**src/rtl/seed_loader.sv**
```systemverilog
`default_nettype none
// ============================================================================
// Module      : seed_loader
// Description : Streams an initial Game-of-Life generation into the
//               current-state row store one row per valid/ready handshake,
//               then checks a trailing XOR checksum word. A match releases
//               the generation controller through run_en; a mismatch keeps
//               the array frozen and raises a sticky err.
// Revision    : 1.0 - initial release
// ============================================================================
module seed_loader #(
  parameter int WIDTH   = 8,
  parameter int REGBITS = 3
) (
  input  logic               ph1,
  input  logic               reset,
  input  logic               load_start,
  input  logic               in_valid,
  input  logic [WIDTH-1:0]   in_data,
  output logic               in_ready,
  output logic               wr_en,
  output logic [REGBITS-1:0] wr_addr,
  output logic [WIDTH-1:0]   wr_data,
  output logic               run_en,
  output logic               busy,
  output logic               done,
  output logic               err
);

  localparam logic [2:0] S_IDLE  = 3'd0;
  localparam logic [2:0] S_LOAD  = 3'd1;
  localparam logic [2:0] S_CHECK = 3'd2;
  localparam logic [2:0] S_RUN   = 3'd3;
  localparam logic [2:0] S_ERR   = 3'd4;

  // Address of the final row; reaching it means the next word is the checksum.
  localparam logic [REGBITS-1:0] c_LAST_ROW = {REGBITS{1'b1}};

  logic [2:0]         r_state;
  logic [REGBITS-1:0] r_cnt;
  logic [WIDTH-1:0]   r_acc;
  logic               r_wr_en;
  logic [REGBITS-1:0] r_wr_addr;
  logic [WIDTH-1:0]   r_wr_data;
  logic               r_done;
  logic               r_err;

  logic               w_busy;
  logic               w_ready;
  logic               w_accept;

  // Handshake decode; a restart request blocks any word offered alongside it.
  always_comb begin
    w_busy   = (r_state == S_LOAD) || (r_state == S_CHECK);
    w_ready  = w_busy && !load_start;
    w_accept = w_ready && in_valid;
  end

  // Load sequencing: row counter, checksum accumulator and state transitions.
  always_ff @(posedge ph1 or negedge reset) begin
    if (!reset) begin
      r_state <= S_IDLE;
      r_cnt   <= '0;
      r_acc   <= '0;
    end else if (load_start) begin
      r_state <= S_LOAD;
      r_cnt   <= '0;
      r_acc   <= '0;
    end else if (w_accept) begin
      case (r_state)
        S_LOAD: begin
          r_acc <= r_acc ^ in_data;
          if (r_cnt == c_LAST_ROW) begin
            r_state <= S_CHECK;
          end else begin
            r_cnt <= r_cnt + 1'b1;
          end
        end
        S_CHECK: begin
          r_state <= (in_data == r_acc) ? S_RUN : S_ERR;
        end
        default: begin
          r_state <= r_state;
        end
      endcase
    end
  end

  // Row-store write port: one-cycle strobe per accepted row, address/data held.
  always_ff @(posedge ph1 or negedge reset) begin
    if (!reset) begin
      r_wr_en   <= 1'b0;
      r_wr_addr <= '0;
      r_wr_data <= '0;
    end else begin
      r_wr_en <= 1'b0;
      if (w_accept && (r_state == S_LOAD)) begin
        r_wr_en   <= 1'b1;
        r_wr_addr <= r_cnt;
        r_wr_data <= in_data;
      end
    end
  end

  // Verification result flags: done pulses once on a match, err is sticky until restart.
  always_ff @(posedge ph1 or negedge reset) begin
    if (!reset) begin
      r_done <= 1'b0;
      r_err  <= 1'b0;
    end else begin
      r_done <= 1'b0;
      if (load_start) begin
        r_err <= 1'b0;
      end else if (w_accept && (r_state == S_CHECK)) begin
        if (in_data == r_acc) begin
          r_done <= 1'b1;
        end else begin
          r_err <= 1'b1;
        end
      end
    end
  end

  // run_en decodes straight from state so it drops the moment RUN is left.
  always_comb begin
    in_ready = w_ready;
    busy     = w_busy;
    run_en   = (r_state == S_RUN);
    wr_en    = r_wr_en;
    wr_addr  = r_wr_addr;
    wr_data  = r_wr_data;
    done     = r_done;
    err      = r_err;
  end

endmodule
`default_nettype wire

```
**config.mk**
```make
export PLATFORM = sky130hd
export DESIGN_NAME = seed_loader
export DESIGN_NICKNAME = d
export VERILOG_FILES = /design/src/rtl/seed_loader.sv
export SDC_FILE = /design/constraint.sdc
export NUM_CORES = 1
export LEC_CHECK = 0
export BUFFER_PORTS_ARGS = -buffer_cell sky130_fd_sc_hd__buf_2
export CORE_MARGIN = 3
export CORE_UTILIZATION = 56
export DETAILED_ROUTE_END_ITERATION = 7
export HOLD_SLACK_MARGIN = 0.15
export PLACE_DENSITY = 0.8
export SLEW_MARGIN = 20
export SYNTH_ARGS = -nofsm -noshare
export SYNTH_HDL_FRONTEND = slang
export SYNTH_SLANG_ARGS = --single-unit
```
**constraint.sdc**
```tcl
create_clock -name ph1 -period 3 [get_ports ph1]
set_input_delay 0.45 -clock ph1 [delete_from_list [all_inputs] [get_ports ph1]]
set_output_delay 0.45 -clock ph1 [all_outputs]
set_load 0.03 [all_outputs]
```
======== Word level (Yosys, flattened, before mapping) ========
Cells that the tools add are included.
word-level totals
  register bits after elaboration ......... 28
  input port bits ......................... 12
operators by class
  $add $sub $neg .......................... 1
  equal/unequal tests ..................... 8
  multiplexer cells ....................... 19
  bitwise logic cells ..................... 1
  reductions and logical operators ........ 14
operator list
  operator             count
  $mux 3               8
  $mux 8               3
  $eq 8x8->1           1
  $xor 8x8->8          1
  $mux 1               7
  $eq 3x2->1 const B   2
  $pmux 3 s2           1
  $reduce_and 3->1     2
  $reduce_bool 2->1    3
  $logic_and 1x1->1    4
  $ne 2x2->1 const B   2
  $reduce_and 2->1     2
  $add 3x1->3 const B  1
  $eq 3x1->1 const B   1
  $eq 3x3->1 const B   1
  $ne 3x2->1 const B   1
  $reduce_bool 3->1    1
  $logic_not 1->1      1
  $logic_or 1x1->1     1

======== Depth between registers and ports, before layout ========
Gate-level depths: netlist (run 1).
  depth in word-level cells ............... 7
  gate-level depth with buffers ........... 5

======== Worst setup path after synthesis (run 1) ========
OpenSTA, ideal clock, no wires.
  path kind ............................... input port to output port
  from .................................... input port load_start
  to ...................................... output port in_ready
  data arrival time ....................... 1.307 ns
  required time ........................... 2.550 ns
  slack ................................... 1.243 ns
  stages on the path ...................... 2
  buffers on the path ..................... 1
  path through ............................ clkbuf_1 nor3_1
on the way
  word-level cells in the longest chain between the ends .. 2
ends and longest elaborated chain
  element             line  source
  start: declaration  17    input logic load_start,
  $logic_not 1->1     55    w_ready = w_busy && !load_start;
  $logic_and 1x1->1   55
  end: declaration    20    output logic in_ready,
Every way passes these cells.

======== Worst setup path after layout (run 1) ========
  from .................................... register r_state[2]
  to ...................................... register r_wr_data[6], in the netlist wr_data[6]
on the way
  word-level cells in the longest chain between the ends .. 5
ends and longest elaborated chain
  element                                          line    source
  start: declaration                               39      logic [2:0] r_state;
  start signal: assignment                         80      r_state <= (in_data == r_acc) ? S_RUN : S_ERR;
  start signal: assignment                         83      r_state <= r_state;
  $eq 3x1->1 / $eq 3x2->1 (equally long branches)  54, 97
  $logic_or 1x1->1                                 54      w_busy = (r_state == S_LOAD) || (r_state == S_CHECK);
  $logic_and 1x1->1                                55
  $logic_and 1x1->1                                56      w_accept = w_ready && in_valid;
  $logic_and 1x1->1 *                              97      if (w_accept && (r_state == S_LOAD)) begin
  end signal: assignment                           100     r_wr_data <= in_data;
  end: declaration                                 44      logic [WIDTH-1:0] r_wr_data;
Mark *: on every way between the ends. The rest lies on a longest branch, timed or not.
A chain may end at the register's enable or synchronous reset.

==> results of run 1 <==
-- critical path, cell delays in order, from the launching register on --
cell and delay, ps:
dfrtp_1 470, and4bb_1 490, and2_4 350, mux2_2 370
-- sequential cells by signal, indices dropped and copies added, names as in the netlist --
signal,cells
err,1
r_cnt,3
wr_addr,3
r_acc,8
wr_en,1
wr_data,8
r_state,3
done,1
-- metrics by stage --
step | power (mW) | instance area, sq um | util | hold WS, ps | instances
final | 0.847 | 1510 | 0.727 | 383 | 162
after global routing | 0.889 | 1510 | 0.727 | 355 | 162
after CTS | 0.856 | 1510 | 0.727 | 374 | 162
after detailed placement | 0.609 | 1450 | 0.697 | 488 | 157
after global placement | 0.604 | 1450 | 0.697 | 486 | 157
after floorplan | 0.559 | 1320 | - | 154 | 106
-- metal layers --
layer	up-vias	wire length [microns]	GRT usage
met5	-	0	0
met4	0	8	0.0290
met3	2	118	0.0599
met2	17	1190	0.317
met1	423	1020	0.205
li1	413	-	-
-- cells by family (layout without fill, tap and decap cells) --
family          Yosys count  count (layout)  synth area share
simple gates             34              34             0.129
flops                    28              28             0.533
xor+xnor                 18              18             0.120
mux                      13              13             0.135
compound gates            6               6            0.0314
buf+inv                   5              34            0.0323
fa+ha+maj                 2               2            0.0190
-- report_power, final --
part           switching (mW)  leakage, nW  internal [mW]  total, mW
clock                   0.109       0.0279          0.135      0.244
sequential             0.0217        0.359          0.411      0.432
combinational           0.101        0.403         0.0694      0.170
-- path summary, 6_finish.rpt --
check / endpoint / slack (ps) / cells past startpoint
min in group asynchronous: wr_data[7] / 630 / 2
worst min-delay path: wr_data[7] / 380 / 2
worst max register to register: wr_data[6] / 1200 / 3
max in group asynchronous: r_state[1] / 1960 / 2
worst min register to register: wr_data[2] / 520 / 1
worst max-delay path: wr_data[6] / 1200 / 3
-- placed cells by master, fill, tap and decap left out, types with 2 or more instances in the layout --
cell and n:
dfrtp_1 28, buf_2 28, xor2_1 16, nor2_1 13, mux2_4 9, nand2_1 9, clkbuf_4 3, xnor2_1 2
nor3_1 2, nand3b_1 2, nor4_1 2, mux2i_1 2, a22o_1 2, mux2_2 2, ha_1 2
-- layout make-up --
| cell class | instances | area [sq um] |
|---|---|---|
| clock buffer | 3 | 22.5 |
| clock inverter | 1 | 30.0 |
| fill | 153 | 569 |
| inverter | 1 | 3.75 |
| multi-input combinational | 73 | 572 |
| sequential | 28 | 701 |
| tap | 27 | 33.8 |
| timing repair buffer | 29 | 150 |
-- repair_timing --
action	4_1_cts	5_1_grt
gates resized for setup	0	0
endpoints found under the hold margin	28	0
endpoints found under the setup margin	0	0
hold buffers	1	0
==> impl_results.md, run 1 <==
- Outcome: complete, no violations
- ANT cells: 0
- Clock latency on the worst-skew pair: around 330 ps
- CP arrival: 2020 ps
- Post-detail-place hpwl: ~1.7 mm
- Syn Nets: 120
- Pleak: about 0.79 nW
- Root buffer cell: clkbuf_4
- Final GP Congestion: around 0.69
- Register area share after synthesis: 0.533
- Relative slew slack: 0.603
- Initial DRC count: 9
- Req. time, crit path: around 3200 ps
- Initial antenna violation count: 0
- Syn Area/Cell: about 12 sq um
- Most common cell in the netlist: dfrtp_1
- Critical path class: reg2reg
- CTS tree: yes
- Setup TNS: 0 ps
- WL/cell: 14.4 microns
- Final worst path period share: 0.600
- Die Span Y: roughly 54 microns
- Synth top area cells: dfrtp_1 (53%), xor2_1 (11%), mux2_4 (10%)
- First-pass GRT wire length: ~3.6 mm
- Startpoint Class: flip-flop
- Largest net degree at the start of global routing: 29
- #FFs+latches synth: 28
- Cell count after synthesis: 106
- Nets: 150
- Reg-to-Reg Start: r_state[2]
- Setup WS pre-CTS: 1190 ps
- Post-Syn Area: around 0.0013 sq mm
- Commonest cells in the netlist: dfrtp_1 (28), xor2_1 (16), nor2_1 (13)
- Clock-pin slew on the worst setup and hold paths: 150 ps
- Fmax: about 560 MHz
- Final hold vios: 0
- Layout cells sized above 1: 0.326
- Ports: 29
- CTS Buf Count: 3
- Row Count: 16
- # Post-CTS Setup Buffers: 0
- Buffers on Ports: 28
- Setup crit start: r_state[2]
- Layout Skew: 15.5 ps
- IR drop worst, VDD: 627 uV
- Max Cap Viol: 0
- Chip width: between 50 and 60 microns
- Unrepaired setup endpoints after global routing: no
- H-tree levels: 1
- Area growth syn-to-layout: 15.0%
- Max-slew violations: 0
- Total gr overflow: 0
- TritonRoute pass-1 iters: 3
- Synth warn: 0
- CP Capture Type: flip-flop
- Top cell type's share of synthesized area: 0.533
- Vias/cell: roughly 5.3
- GRT Util Overall: 0.176
- Slew @ Worst Pin: just under 600 ps
- Vias: about 860
- Total wire length: 2.34 mm
- Number of flops mapped to enable cells by yosys: 0
- Async SR Flop Fraction: 1.00
- Min-delay src: in_data[7]
- DRC violations left: 0
- Most used DFF post-synth: dfrtp_1
- Core Area: 0.00208 sq mm
- Sink Count: 28
- Post-synthesis cell type count: 27
- Vias in the first global route: 830
- Post-DRT Antenna Nets: 0
- Initial Util: 0.632
- P per Cell Area: around 560 mW/mm^2
- Max Fanout on Critical Path: 12
- Final Worst Setup Slack: approximately 1200 ps
- Final setup fails: 0
- Leading area contributor after synthesis: dfrtp_1
- HP Class: in2reg
- CTS Buffer Depth: 2
- Final min period: around 1800 ps
- Die area: roughly 0.0030 sq mm
Power figures use the tool's default switching activity.
==> run 2: changes to the inputs <==
ABC_AREA = 1   (was unset)
CORE_UTILIZATION = 52   (was 56)
PLACE_DENSITY = 0.75   (was 0.8)
clock period = 1.7 ns   (was 3 ns; I/O delays follow)
==> run 2 against run 1 <==
Against the previous run:
- power up 61%
- die area rose by 6.3%
- utilization decreased by 5.8 points
- worst setup slack worse by 1100 ps
- clock power increased by 31%
- clock skew shrank 10 ps
- critical endpoint is now in_ready
- via count increased by 25%
- synthesized area fell by 0.57%
- non-clock buffer count grew 4
- flip-flop and latch count unchanged
- highest routed layer unchanged
- register-to-register slack worse by 1000 ps
==> impl_results.md, run 2 <==
- Syn Area/Cell: around 8.5 sq um
- Setup crit start: r_state[0]
- Total gr overflow: 0
- Area growth syn-to-layout: 17.5%
- Post-synthesis mux area share: 0
- Initial DRC count: 41
- Final setup fails: 0
- HP Class: in2reg
- Synth top area cells: dfrtp_1 (54%), nand2_1 (13%), inv_1 (8.3%)
- Setup TNS: 0 ps
- Number of flops mapped to enable cells by yosys: 0
- XOR/XNOR Fraction of Synth Area: 0
- Max Fanout on Critical Path: 5
- Largest net degree at the start of global routing: 29
- Post-Syn Area: ~0.0013 sq mm
- Async SR Flop Fraction: 1.00
- IR drop worst, VDD: slightly above 600 uV
- ANT cells: 0
- TritonRoute pass-1 iters: 2
- CTS tree: yes
- Grt met1 use: 0.222
- Reg-to-Reg Start: r_cnt[0]
- R2R cell count: 6
- Leading area contributor after synthesis: dfrtp_1
- Post-DRT Antenna Nets: 0
- Vias/cell: 4.95
- Final worst path period share: 0.946
- Commonest non-fill, non-tap cell in the layout: nand2_1
- CTS Buffer Depth: 2
- CP arrival: 1350 ps
- Nets: slightly above 200
- Initial Util: 0.569
- End point of the critical path: in_ready
- Buffers on Ports: 28
- Max-slew violations: 0
- Register area share after synthesis: 0.536
- First-pass GRT wire length: 4.60 mm
- P per Cell Area: approximately 890 mW/mm^2
- Area fraction in compound gates after synthesis: 0.111
- Vias: 1069
- CTS Buf Count: 3
- CP Capture Type: output pin
- Root buffer cell: clkbuf_4
- Synth warn: 0
- Post-synthesis cell type count: 19
- Hold WS: between 150 and 200 ps
- Switching share of total power: 0.306
- Clock Power Share: 0.234
- Synth Area in Adders: 0.0191
- Gate power share: 0.212
- Sink Count: 28
- H-tree levels: 1
- Outcome: complete, no violations
- Chip width: around 56 microns
- Leading cell types in the layout, fill and taps excluded: nand2_1 (47), inv_1 (29), buf_2 (27)
- Commonest cells in the netlist: nand2_1 (47), inv_1 (29), dfrtp_1 (28)
- Clock latency on the worst-skew pair: between 300 and 400 ps
- Cell Area, Placed: about 0.0015 sq mm
- Most used DFF post-synth: dfrtp_1
- Slew @ Worst Pin: between 600 and 700 ps
- Simple-Gate Fraction of Synth Area: 0.227
- Req. time, crit path: ~1400 ps
- Post-detail-place hpwl: between 1.5 and 2 mm
- Row Count: 17
- Internal: approximately 950 uW
- Core Area: about 0.0023 sq mm
- Ports: 29
- Design Area, Final: approximately 0.0015 sq mm
- #FFs+latches synth: 28
- Layout Skew: between 5 and 6 ps
- Fmax: slightly above 600 MHz
- Met3 Track Usage GR: 0.0371
- DRC violations left: 0
- Relative slew slack: 0.589
- Final hold vios: 0
- Critical path class: reg2out
- Gr busiest metal: met2
- Syn Nets: between 150 and 200
- Vias in the first global route: between 1000 and 1500
- Largest family of logic cells by synthesized area: simple AND/OR/NAND/NOR gates
- Initial antenna violation count: 0
- Startpoint Class: flip-flop
- Die area: 0.00315 sq mm
- Pleak: between 0.8 and 0.9 nW
- Final GP Congestion: 0.753
- Sw power: between 400 and 500 uW
- Met2 Use GR: 0.316
- WL/cell: 12.0 microns
- Total wire length: about 2.6 mm
- Final min period: between 1500 and 2000 ps
- GRT Util Overall: 0.184
- Die Span Y: 56.1 microns
- Flop pwr share: 0.555
- Most common cell in the netlist: nand2_1
- Clock-pin slew on the worst setup and hold paths: between 100 and 150 ps
- Max Cap Viol: 0
- R2R setup slack: ~200 ps
- Cell count after synthesis: 154
- Top cell type's share of synthesized area: 0.536
- Layout cells sized above 1: 0.245
- Reg2Reg Capture Point: r_cnt[0]
[run 2: how the worst min path moves through the flow]
stage,end,start,depth (start not counted),slack (ps)
floorplan,done,reset,0,-40
global placement,wr_data[1],reset,1,300
detailed placement,wr_data[1],reset,1,300
CTS,wr_data[3],in_data[3],3,170
global route,wr_data[3],in_data[3],3,160
finish,wr_data[3],in_data[3],3,180
[run 2: per-stage QoR]
stage,std cells,power (mW),utilization,worst slack [ps]
after floorplan,154,0.966,-,290
after global placement,208,1.05,0.637,324
after detailed placement,208,1.06,0.637,242
after CTS,213,1.38,0.657,40.5
after global routing,216,1.45,0.669,-4.00
final,216,1.37,0.669,91.1
[run 2: area by class of cell]
cell class,count,area (sq um)
clock buffers,4,36.3
fillers,184,761
inverters,30,113
multi-input cells,93,467
flip-flops and latches,28,703
well taps,28,35.0
repair buffers,33,183
[run 2: power by group through the flow]
stage               clock, mW  sequential [mW]  combinational, mW
global placement            0            0.767              0.281
CTS                     0.329            0.758              0.292
detailed placement          0            0.770              0.289
finish                  0.319            0.757              0.289
global route            0.358            0.765              0.323
floorplan                   0            0.844              0.122
[run 2: repair_timing]
item,4_1_cts,5_1_grt
buffers inserted,0,3
hold endpoints to repair,28,0
gates resized for setup,0,4
setup endpoints to repair,0,2
hold buffers,1,0
[run 2: logic make-up (layout without fill, tap and decap cells)]
family,Yosys count,count (layout)
AND/OR/NAND/NOR,64,64
buffers and inverters,33,67
flip-flops,28,28
AO/OA/AOI/OAI,27,27
adder cells (fa/ha/maj),2,2
[run 2: layer usage]
metal / vias to the layer above / share of wire
met5: - / 0
met4: 0 / 0.019
met3: 5 / 0.043
met2: 23 / 0.48
met1: 487 / 0.45
li1: 554 / -
[run 2: critical path, stage by stage, from the launching register on]
cell,delay [ps]
dfrtp_2,480
inv_2,80
nand3_2,130
a21oi_1,160
buf_4,170
==> run 3: changes to the inputs <==
PLACE_DENSITY = unset   (was 0.75)
PLACE_DENSITY_LB_ADDON = 0.12   (was unset)
==> run 3 against run 2 <==
Against the previous run:
- die area is the same
- global-route usage shrank 1.2 points
- sequential share of layout area rose by 0.64 points
==> impl_results.md, run 3 (synthesized netlist as in run 2, its figures left out) <==
- Met2 Use GR: 0.289
- Chip width: roughly 56 microns
- Outcome: complete, no violations
- Vias in the first global route: 1058
- Layout Skew: roughly 2.4 ps
- Clock-pin slew on the worst setup and hold paths: about 150 ps
- Final cell count without fillers: 213
- # Post-CTS Setup Buffers: 0
- TritonRoute pass-1 iters: 4
- Gr busiest metal: met2
- Initial DRC count: 21
- Unrepaired setup endpoints after global routing: no
- Initial antenna violation count: 0
- Placed Cells: around 210
- Final GP Congestion: about 0.71
- GRT Util Overall: 0.172
- Vias: ~1100
- CTS tree: yes
- Final min period: about 1600 ps
- Startpoint Class: flip-flop
- H-tree levels: 1
- Grt met1 use: 0.227
- Post-detail-place hpwl: around 1.8 mm
- Clock latency on the worst-skew pair: about 320 ps
- Die Span Y: 56.1 microns
- Fmax: around 620 MHz
- IR drop worst, VDD: 721 uV
- Hold WS: ~190 ps
- Max Fanout on Critical Path: 3
- Core Area: between 0.002 and 0.0025 sq mm
- Met3 Track Usage GR: 0.0209
- Leading cell types in the layout, fill and taps excluded: nand2_1 (47), inv_1 (29), dfrtp_1 (27), buf_2 (27), o21ai_1 (11)
- CTS Buffer Depth: 2
- Max-slew violations: 0
- Total wire length: 2.42 mm
- Vias/cell: roughly 5.0
- CP Capture Type: output pin
- Ports: 29
- Req. time, crit path: roughly 1400 ps
- CTS Buf Count: 3
- HP Class: in2reg
- WL/cell: approximately 11 microns
- Largest net degree at the start of global routing: 29
- Layout cells sized above 1: 0.227
- Row Count: 17
- Relative slew slack: 0.602
- Sink Count: 28
- Buffers on Ports: 28
- DRC violations left: 0
- P per Cell Area: ~900 mW/mm^2
- First-pass GRT wire length: around 4.4 mm
- Total gr overflow: 0
- Initial Util: 0.569
- Area growth syn-to-layout: 15.7%
- Slew @ Worst Pin: around 600 ps
- Final worst path period share: 0.945
- Root buffer cell: clkbuf_4
- Commonest non-fill, non-tap cell in the layout: nand2_1
- Nets: 200
- Final setup fails: 0
- Pleak: roughly 0.85 nW
- Die area: 0.00315 sq mm
- ANT cells: 0
- Final hold vios: 0
- Setup TNS: 0 ps
- Post-DRT Antenna Nets: 0
- Max Cap Viol: 0
- CP arrival: between 1000 and 1500 ps
- Critical path class: reg2out
-- run 3: area by class of cell --
| type | instances | area, sq um |
|---|---|---|
| tap | 28 | 35.0 |
| fill | 203 | 785 |
| inverter | 30 | 113 |
| multi-input combinational | 93 | 467 |
| sequential | 28 | 702 |
| clock buffer | 4 | 36.3 |
| timing repair buffer | 30 | 160 |
-- run 3: through the flow --
stage                      util  total power, mW  area, sq um  setup slack, ps
final                     0.658             1.36         1510             93.0
after global routing      0.658             1.45         1510             10.5
after CTS                 0.657             1.38         1510             37.8
after detailed placement  0.637             1.06         1460              277
after global placement    0.637             1.05         1460              336
after floorplan               -            0.966         1310              290
-- run 3: worst paths after layout --
check	from	to	slack, ps	cells after the start
setup / recovery	r_state[2]	in_ready	90	4
hold / removal	in_data[4]	wr_data[4]	190	3
setup reg to reg	r_cnt[0]	r_cnt[0]	270	6
hold reg to reg	err	err	490	2
max in group asynchronous	reset	r_state[0]	830	2
min in group asynchronous	reset	wr_data[0]	450	2
-- run 3: layer usage --
| metal | share of wire | up-vias |
|---|---|---|
| li1 | - | 549 |
| met1 | 0.47 | 481 |
| met2 | 0.48 | 27 |
| met3 | 0.045 | 2 |
| met4 | 0.0054 | 0 |
| met5 | 0 | - |
-- run 3: where the power goes --
part           switching, mW  internal, mW
clock                  0.189         0.131
sequential            0.0297         0.727
combinational          0.199        0.0892
-- run 3: what timing repair did --
item,4_1_cts,5_1_grt
setup endpoints to repair,0,1
gates resized for setup,0,3
endpoints found under the hold margin,28,0
hold buffers,1,0
-- run 3: critical path, cell delays in order, from the launching register on --
cell and delay [ps]:
dfrtp_1 450, nor2_4 170, nand2_1 90, a21oi_1 150, buf_4 170
